`config.mk`:
```
export PLATFORM = sky130hd
export DESIGN_NAME = ssd_scan_ctrl
export DESIGN_NICKNAME = d
export VERILOG_FILES = /design/src/rtl/ssd_pkg.sv /design/src/rtl/ssd_scan_ctrl_hex7seg.sv /design/src/rtl/ssd_scan_ctrl.sv
export SDC_FILE = /design/constraint.sdc
export NUM_CORES = 1
export LEC_CHECK = 0
export BUFFER_PORTS_ARGS = -buffer_cell sky130_fd_sc_hd__buf_4
export CAP_MARGIN = 0
export CORE_UTILIZATION = 30
export CTS_BUF_LIST = sky130_fd_sc_hd__clkbuf_2
export DETAILED_ROUTE_END_ITERATION = 8
export PLACE_DENSITY = 0.52
export SKIP_CTS_REPAIR_TIMING = 1
export SLEW_MARGIN = 10
export SYNTH_ARGS = -nofsm -noshare
export SYNTH_HDL_FRONTEND = slang
export SYNTH_SLANG_ARGS = --single-unit
export TNS_END_PERCENT = 1
```
`constraint.sdc`:
```
create_clock -name ClkPort -period 4.9 [get_ports ClkPort]
set_input_delay 0.98 -clock ClkPort [delete_from_list [all_inputs] [get_ports ClkPort]]
set_output_delay 0.98 -clock ClkPort [all_outputs]
set_load 0.01 [all_outputs]
```
`src/rtl/ssd_pkg.sv`:
```
// Shared constants for the seven-segment scan path: active-low segment codes,
// the all-off bus value and the scan FSM state type.
package ssd_pkg;

    localparam logic [7:0] SSD_OFF = 8'hFF;

    // Segment order {a,b,c,d,e,f,g}; 0 lights the segment.
    localparam logic [6:0] SEG_0 = 7'b0000001;
    localparam logic [6:0] SEG_1 = 7'b1001111;
    localparam logic [6:0] SEG_2 = 7'b0010010;
    localparam logic [6:0] SEG_3 = 7'b0000110;
    localparam logic [6:0] SEG_4 = 7'b1001100;
    localparam logic [6:0] SEG_5 = 7'b0100100;
    localparam logic [6:0] SEG_6 = 7'b0100000;
    localparam logic [6:0] SEG_7 = 7'b0001111;
    localparam logic [6:0] SEG_8 = 7'b0000000;
    localparam logic [6:0] SEG_9 = 7'b0000100;
    localparam logic [6:0] SEG_A = 7'b0001000;
    localparam logic [6:0] SEG_B = 7'b1100000;
    localparam logic [6:0] SEG_C = 7'b0110001;
    localparam logic [6:0] SEG_D = 7'b1000010;
    localparam logic [6:0] SEG_E = 7'b0110000;
    localparam logic [6:0] SEG_F = 7'b0111000;

    typedef enum logic {
        BLANK = 1'b0,
        DRIVE = 1'b1
    } ssd_state_e;

endpackage

```
`src/rtl/ssd_scan_ctrl_hex7seg.sv`:
```
// Combinational hex nibble + decimal point to active-low cathode byte
// {Ca,Cb,Cc,Cd,Ce,Cf,Cg,Dp}.
module hex7seg
    import ssd_pkg::*;
(
    input  logic [3:0] nib_i,
    input  logic       dp_i,
    output logic [7:0] cath_o
);

    logic [6:0] seg;

    always_comb begin
        seg = SEG_8;
        case (nib_i)
            4'h0: seg = SEG_0;
            4'h1: seg = SEG_1;
            4'h2: seg = SEG_2;
            4'h3: seg = SEG_3;
            4'h4: seg = SEG_4;
            4'h5: seg = SEG_5;
            4'h6: seg = SEG_6;
            4'h7: seg = SEG_7;
            4'h8: seg = SEG_8;
            4'h9: seg = SEG_9;
            4'hA: seg = SEG_A;
            4'hB: seg = SEG_B;
            4'hC: seg = SEG_C;
            4'hD: seg = SEG_D;
            4'hE: seg = SEG_E;
            4'hF: seg = SEG_F;
            default: seg = SEG_8;
        endcase
        cath_o = {seg, ~dp_i};
    end

endmodule

```
`src/rtl/ssd_scan_ctrl.sv`:
```
// Time-multiplexed 8-digit seven-segment scan scheduler with per-slot blanking
// and frame-boundary req/ack shadow update. Leading-zero blanking: SSD_LZ_SUPPRESS_EN.
module ssd_scan_ctrl
    import ssd_pkg::*;
#(
    parameter int NUM_DIGITS = 8,
    parameter int SCAN_DIV   = 65536,
    parameter int BLANK_CYC  = 1024
) (
    input  logic        ClkPort,
    input  logic        Reset,
    input  logic [31:0] digits_i,
    input  logic [7:0]  dp_i,
    input  logic [7:0]  digit_en_i,
    input  logic        upd_req,
    output logic        upd_ack,
    output logic        frame_done,
    output logic [7:0]  An,
    output logic [7:0]  Cath
);

    localparam int CNT_W = (SCAN_DIV > 1) ? $clog2(SCAN_DIV) : 1;
    localparam logic [CNT_W-1:0] SLOT_LAST  = CNT_W'(SCAN_DIV - 1);
    localparam logic [CNT_W-1:0] BLANK_LAST = CNT_W'(BLANK_CYC - 1);
    localparam logic [2:0]       DIGIT_LAST = 3'(NUM_DIGITS - 1);

    logic [CNT_W-1:0] slot_cnt_q, slot_cnt_d;
    logic [2:0]       digit_idx_q, digit_idx_d;
    ssd_state_e       state_q, state_d;
    logic [31:0]      sh_dig_q, sh_dig_d;
    logic [7:0]       sh_dp_q, sh_dp_d;
    logic [7:0]       sh_en_q, sh_en_d;
    logic [7:0]       an_q, an_d;
    logic [7:0]       cath_q, cath_d;
    logic             slot_end, frame_wrap, latch;
    logic [7:0]       sup_mask;
    logic [3:0]       cur_nib;
    logic             cur_dp;
    logic [7:0]       seg_cath;
    logic             lit;

    always_comb begin
        slot_end    = (slot_cnt_q == SLOT_LAST);
        frame_wrap  = slot_end && (digit_idx_q == DIGIT_LAST);
        latch       = frame_wrap && upd_req;
        slot_cnt_d  = slot_end ? '0 : slot_cnt_q + 1'b1;
        digit_idx_d = digit_idx_q;
        if (slot_end) begin
            digit_idx_d = (digit_idx_q == DIGIT_LAST) ? 3'd0 : digit_idx_q + 3'd1;
        end
        state_d = state_q;
        case (state_q)
            BLANK:   if (slot_cnt_q == BLANK_LAST) state_d = DRIVE;
            DRIVE:   if (slot_end) state_d = BLANK;
            default: state_d = BLANK;
        endcase
        sh_dig_d = latch ? digits_i   : sh_dig_q;
        sh_dp_d  = latch ? dp_i       : sh_dp_q;
        sh_en_d  = latch ? digit_en_i : sh_en_q;
    end

`ifdef SSD_LZ_SUPPRESS_EN
    logic [7:0] sh_sup_q, sh_sup_d;
    logic       seen;

    // Scan from the top digit down; everything above the first nonzero enabled digit is dark.
    always_comb begin
        sh_sup_d = sh_sup_q;
        seen     = 1'b0;
        if (latch) begin
            for (int i = 7; i >= 0; i--) begin
                seen = seen | ((i < NUM_DIGITS) && digit_en_i[i] && (digits_i[4*i +: 4] != 4'h0));
                sh_sup_d[i] = ~seen;
            end
            sh_sup_d[0] = 1'b0;
        end
    end

    always_ff @(posedge ClkPort or posedge Reset) begin
        if (Reset) sh_sup_q <= '0;
        else       sh_sup_q <= sh_sup_d;
    end

    assign sup_mask = sh_sup_d;
`else
    assign sup_mask = '0;
`endif

    // Outputs are built from next-cycle values so the registered An/Cath line up with slot_cnt_q.
    assign cur_nib = sh_dig_d[{digit_idx_d, 2'b00} +: 4];
    assign cur_dp  = sh_dp_d[digit_idx_d];

    hex7seg u_hex7seg (
        .nib_i  (cur_nib),
        .dp_i   (cur_dp),
        .cath_o (seg_cath)
    );

    always_comb begin
        lit    = (state_d == DRIVE) && sh_en_d[digit_idx_d] && !sup_mask[digit_idx_d];
        an_d   = lit ? ~(8'd1 << digit_idx_d) : SSD_OFF;
        cath_d = lit ? seg_cath : SSD_OFF;
    end

    always_ff @(posedge ClkPort or posedge Reset) begin
        if (Reset) begin
            slot_cnt_q  <= '0;
            digit_idx_q <= 3'd0;
            state_q     <= BLANK;
            sh_dig_q    <= '0;
            sh_dp_q     <= '0;
            sh_en_q     <= '0;
            an_q        <= SSD_OFF;
            cath_q      <= SSD_OFF;
        end else begin
            slot_cnt_q  <= slot_cnt_d;
            digit_idx_q <= digit_idx_d;
            state_q     <= state_d;
            sh_dig_q    <= sh_dig_d;
            sh_dp_q     <= sh_dp_d;
            sh_en_q     <= sh_en_d;
            an_q        <= an_d;
            cath_q      <= cath_d;
        end
    end

    assign An         = an_q;
    assign Cath       = cath_q;
    assign upd_ack    = latch;
    assign frame_done = frame_wrap;

endmodule
```
# Word level (Yosys, flattened, before mapping)

Memory sizes are Yosys's and may differ from the RTL's.
Index checks and enable logic that the tools add are counted.

Register bits after elaboration: 84
Bits in read-only memories: 120
Output and inout port bits: 18
Logic and storage cells: 42
Input bits: 51
Memories kept: 2

Memories:

| memory           | depth | width | read ports | clocked after Yosys merged registers in | write ports | line                        | RTL |
|---|---|---|---|---|---|---|---|
| (name not given) | 16    | 7     | 1          | 0                                       | 0           | ssd_scan_ctrl_hex7seg.sv:15 | `case (nib_i)` |
| (name not given) | 8     | 1     | 1          | 0                                       | 0           | ssd_scan_ctrl.sv:100        | `lit = (state_d == DRIVE) && sh_en_d[digit_idx_d] && !sup_mask[digit_idx_d];` |

Add/sub/neg operators: 2
Shift operators: 2
Equal/unequal tests: 3
Multiplexer cells: 16
Bitwise logic cells: 3
Reductions and logical operators: 5
Order comparisons: 1

Operators by type and width:

| operator                                                                      | number |
|---|---|
| 32-bit two-way mux                                                            | 1 |
| 8-bit two-way mux                                                             | 4 |
| 32-bit by 6-bit variable part select with 4-bit output                        | 1 |
| 16-bit by 1-bit adder with 16-bit output (second input constant)              | 1 |
| 16-bit by 10-bit equality test with 1-bit output (second input constant)      | 1 |
| 16-bit equality test (second input constant)                                  | 1 |
| 16-bit two-way mux                                                            | 1 |
| 8-bit inverter                                                                | 1 |
| 1-bit by 3-bit << shifter with 8-bit output (first input constant)            | 1 |
| 1-bit binary-select mux with 3-bit select                                     | 2 |
| 3-bit two-way mux                                                             | 2 |
| 1-bit two-way mux                                                             | 5 |
| 1-bit logical AND                                                             | 4 |
| 3-bit by 4-bit less-than comparator with 1-bit output (second input constant) | 1 |
| 3-bit by 1-bit adder with 3-bit output (second input constant)                | 1 |
| 3-bit equality test (second input constant)                                   | 1 |
| 1-bit inverter                                                                | 2 |
| 1-bit case mux with 2 select lines                                            | 1 |
| 1-bit zero test                                                               | 1 |

# Longest topological paths before layout

Depth in word-level cells: 9
Mapped depth: 15
Mapped depth without buffers: 13

# Cells and area by module

A second synthesis with hierarchy kept.

Cell total of the unflattened synthesis: 456
Area, all modules: 4371.7 sq um

By module, submodules not included:

| module        | instances | sequential area each (sq um) | area an instance (sq um) | cells each |
|---|---|---|---|---|
| ssd_scan_ctrl | 1         | 2122.0                       | 4098.9                   | 422 |
| hex7seg       | 1         | 0.0                          | 272.8                    | 34 |

# Worst setup path after synthesis

No wires, ideal clock.

Path kind: input -> register
Start point: in upd_req
End point: reg cath_q[7], in the netlist Cath[7]
Arrival time: 3923 ps
Data required time: 4806 ps
Cell stages on the path: 11
Slack: 883 ps
Cells stage by stage: nand2_1 or4_1 clkbuf_2 buf_2 mux2i_1 a211oi_1 o31ai_1 inv_1 ha_1 and3_1 or4_1

Cells in the longest elaborated chain, start to end: 7
Elaborated cells on any way between the ends: 10
Classes of those cells: shift: 1; mux: 5; reduce/logical: 3; memory: 1

RTL lines:

| item                                                                      | line                 | RTL |
|---|---|---|
| from (decl)                                                               | ssd_scan_ctrl.sv:15  | `input logic upd_req,` |
| 1-bit logical AND *                                                       | ssd_scan_ctrl.sv:45  | `latch = frame_wrap && upd_req;` |
| parallel branches: the longest is 5 deep, another holds memory 16 x 7 bit | -                    |  |
| 8-bit two-way mux *                                                       | ssd_scan_ctrl.sv:102 | `cath_d = lit ? seg_cath : SSD_OFF;` |
| named net cath_d[7]                                                       | ssd_scan_ctrl.sv:34  | `logic [7:0] cath_q, cath_d;` |
| to (signal assigned)                                                      | ssd_scan_ctrl.sv:123 | `cath_q <= cath_d;` |
| to (decl)                                                                 | ssd_scan_ctrl.sv:34  |  |

Mark *: on every way through the listed nets, which the timed path passes. The select of a mux whose other input is x is not followed.

# Final worst setup path

Start point: reg digit_idx_q[0]
End point: reg cath_q[4], in the netlist Cath[4]

Cells in the longest elaborated chain, start to end: 9
Elaborated cells on any way between the ends: 18
Classes of those cells: add/sub: 1; eq/ne: 1; shift: 1; mux: 8; reduce/logical: 5; memory: 2

RTL lines:

| item                                                                      | line                 | RTL |
|---|---|---|
| from (decl)                                                               | ssd_scan_ctrl.sv:28  | `logic [2:0] digit_idx_q, digit_idx_d;` |
| from (signal assigned)                                                    | ssd_scan_ctrl.sv:117 | `digit_idx_q <= digit_idx_d;` |
| parallel branches: the longest is 8 deep, another holds memory 16 x 7 bit | -                    |  |
| 8-bit two-way mux *                                                       | ssd_scan_ctrl.sv:102 |  |
| named net cath_d[4]                                                       | ssd_scan_ctrl.sv:34  |  |

Marked as above.

==> results.md <==
- CP Class: reg2reg
- CP dominant cell by count: ha_1
- Final min period: 4.26 ns
- Clk Tree Root Cell: clkbuf_2
- Sequential area share after synthesis: 47.9%
- Initial Utilization: 30.6%
- Largest net degree at the start of global routing: 45
- VDD IR max: 66.2 uV
- Die extent in x: 124 um
- Nets: 556
- Inserted Clock Buffers: 9
- PortBufs: 68
- FF-to-FF path depth: 13
- Final setup TNS: 0 ns
- RSZ-0062 raised after global routing: no
- IO Pins: 69
- Area of the die: 0.0153 sq mm
- Worst slew pin tran: 0.775 ns
- Pre-antenna DRT Iters: 5
- Min-delay worst type: reg2reg
- Leakage: 0.00257 uW
- Power Total: 1050 uW
- GR Overflow Total: 0
- Top_reg_cell synth: dfrtp_1
- Synth warn: 0
- Post-Syn Area per Cell: 10.6 sq um
- Reg2reg end: Cath[4]
- Setup Viol. Count Final: 0
- All-Layer GR Usage: 16.4%
- Netlist cell types: 61
- Sequential share of power: 66.1%
- DP HPWL: 8.62 mm
- Hold Violations, Final: 0
- Slew Limit Fails: 0
- TritonCTS clock tree: done
- Power Internal: 790 uW
- GPL Wtd Cong: 0.817
- Clk slew on worst S/H paths: 0.22 ns
- Switching pwr: 261 uW
- Worst setup SP type: flip-flop
- Slew margin rel.: 48.3%
- Seq cells post-synth: 84
- Total routed wirelength: 11.7 mm
- Max-cap violations: 0
- CP max stage cell: nor2_1
- Fmax: 235 MHz
- Final Skew: 0.0265 ns
- Placed cells: 669
- Switching Fraction: 24.9%
- Tcrit/Tclk final: 87.0%
- R2r startpoint: digit_idx_q[0]
- Most frequent cells in the layout: buf_4, dfrtp_1, nand2_1
- Vias per inst: 5.09
- Clk pwr share: 28.9%
- Crit Path Max Fanout: 12
- Routed length per placed instance: 17.1 um
- Mapped Area: 0.00443 sq mm
- Crit-path cells: ha_1 -> ha_1 -> and2_1 -> nand4_1 -> nor2_1 -> a211oi_1 -> a311o_1 -> a41oi_1 -> inv_1 -> ha_1 -> inv_1 -> mux4_2 -> nand2b_1
- Clk buf depth: 2
- CP endpoint: Cath[4]
- Worst Setup End Kind: flip-flop
- Commonest non-fill, non-tap cell in the layout: buf_4
- Post-Synthesis Cells: 417
- Number of synthesized flops with an enable pin: 0
- Die height: 124 um
- CTS Sinks: 84
- Vias in the first global route: 3,507
- Share of cells above drive strength 1: 31.1%
- DRT antenna net count: 0
- Syn_nets: 477
- CP required: 5.42 ns
- First-pass GRT wire length: 18.5 mm
- Clk_lat worst skew: 0.59 ns
- Critical Path AT: 4.78 ns
- Site row count: 44
- Max stage delay on crit path: 0.58 ns
- Outcome: finished, final reports clean
- Async set or reset register ratio after synthesis: 100%
- Pwr Density: 198 mW/mm^2
- Core box area: 0.0145 sq mm
- DRC violations left: 0
- H-tree depth reported by CTS: 3
- Detailed Route Iter0 Violations: 200
- Critical Path Start: digit_idx_q[0]
- Routed vias: 3,492
- Hold_ws: 0.469 ns
- Worst reg2reg setup slack: 0.64 ns
- Combinational Power Share: 5.0%
- Layout area overhead: 19.9%
- Post-route non-filler standard cell count: 686
- Antenna violations before repair: 0
[layer usage]
layer	GRT usage, %	wire, um	part of all wire (%)
met1	22.4	5440	46
met2	25.3	5460	47
met3	3.14	585	5.0
met4	7.23	240	2.0
met5	0	0	0
[cell families (layout without fill, tap and decap cells)]
kind of cell	after synthesis	after routing	synth area share, %
buf+inv	37	121	3.28
xor+xnor	14	14	2.77
other cells	0	1	0
compound gates	74	74	13.0
mux	56	56	14.7
fa+ha+maj	9	9	2.54
flops	84	84	47.9
simple gates	143	143	15.8
[power by group through the flow]
stage               combinational, uW  sequential (uW)  clock [uW]
finish                           52.8              695         303
global route                     58.6              696         343
CTS                              54.9              695         321
detailed placement               54.8              707           0
global placement                 54.6              707           0
floorplan                        11.6              707           0
[sequential cells by signal, indices dropped and copies added, names as in the netlist]
signal,flops
sh_dig_q,32
slot_cnt_q,16
An,8
Cath,8
sh_dp_q,8
sh_en_q,8
digit_idx_q,3
state_q,1
[stage by stage]
step,instance area (sq um),utilization [%],worst slack (ns)
floorplan,4430,-,0.883
global placement,5230,36.1,0.699
detailed placement,5230,36.1,0.617
CTS,5310,36.6,0.580
global route,5310,36.6,0.359
finish,5310,36.7,0.638
[how the worst min path moves through the flow]
stage	startpoint	endpoint	slack, ns	cells past startpoint
final	slot_cnt_q[0]	slot_cnt_q[0]	0.47	1
after floorplan	sh_dp_q[3]	sh_dp_q[3]	0.43	2
after detailed placement	sh_dp_q[4]	sh_dp_q[4]	0.45	2
after global routing	Reset	sh_dig_q[21]	0.51	2
after CTS	Reset	sh_dig_q[21]	0.47	2
after global placement	sh_dp_q[7]	sh_dp_q[7]	0.44	2
[synth_stat cells, drive strengths merged (4+ instances only)]
| cell | instances | area (sq um) |
|---|---|---|
| nand3 | 17 | 90.1 |
| buf | 4 | 18.8 |
| clkbuf | 13 | 50.0 |
| mux2 | 30 | 342 |
| nand4 | 8 | 65.1 |
| nor3 | 5 | 25.0 |
| mux2i | 22 | 220 |
| and2 | 4 | 25.0 |
| or4 | 4 | 30.0 |
| a211oi | 9 | 67.6 |
| xnor2 | 6 | 52.6 |
| a21o | 8 | 60.1 |
| o2111ai | 4 | 35.0 |
| nand2b | 4 | 25.0 |
| o21ai | 8 | 40.0 |
| nor4 | 4 | 40.0 |
| mux4 | 4 | 90.1 |
| xor2 | 8 | 70.1 |
| inv | 17 | 63.8 |
| dfrtp | 68 | 1700 |
| dfstp | 16 | 420 |
| a21boi | 9 | 67.6 |
| and3 | 7 | 43.8 |
| nand2 | 57 | 214 |
| ha | 9 | 113 |
| nor2 | 27 | 101 |
[worst max-delay path: cells and delay by family, from the launching register on]
kind | cells | cell delay [ns]
DFF | 1 | 0.53
muxes | 1 | 0.44
buffers and inverters | 2 | 0.22
adders and majority gates | 3 | 0.90
AOI/OAI and AO/OA | 3 | 1.01
and+or+nand+nor | 4 | 1.07
[layout make-up]
type / count / area [sq um]
antenna: 1 / 2.50
clock buffer: 12 / 60.1
clock inverter: 4 / 16.3
fill: 1479 / 9170
inverter: 20 / 77.6
multi-input combinational: 296 / 2160
sequential: 84 / 2120
tap: 184 / 230
timing repair buffer: 85 / 638
No activity file was read; power rests on OpenSTA's default activity.
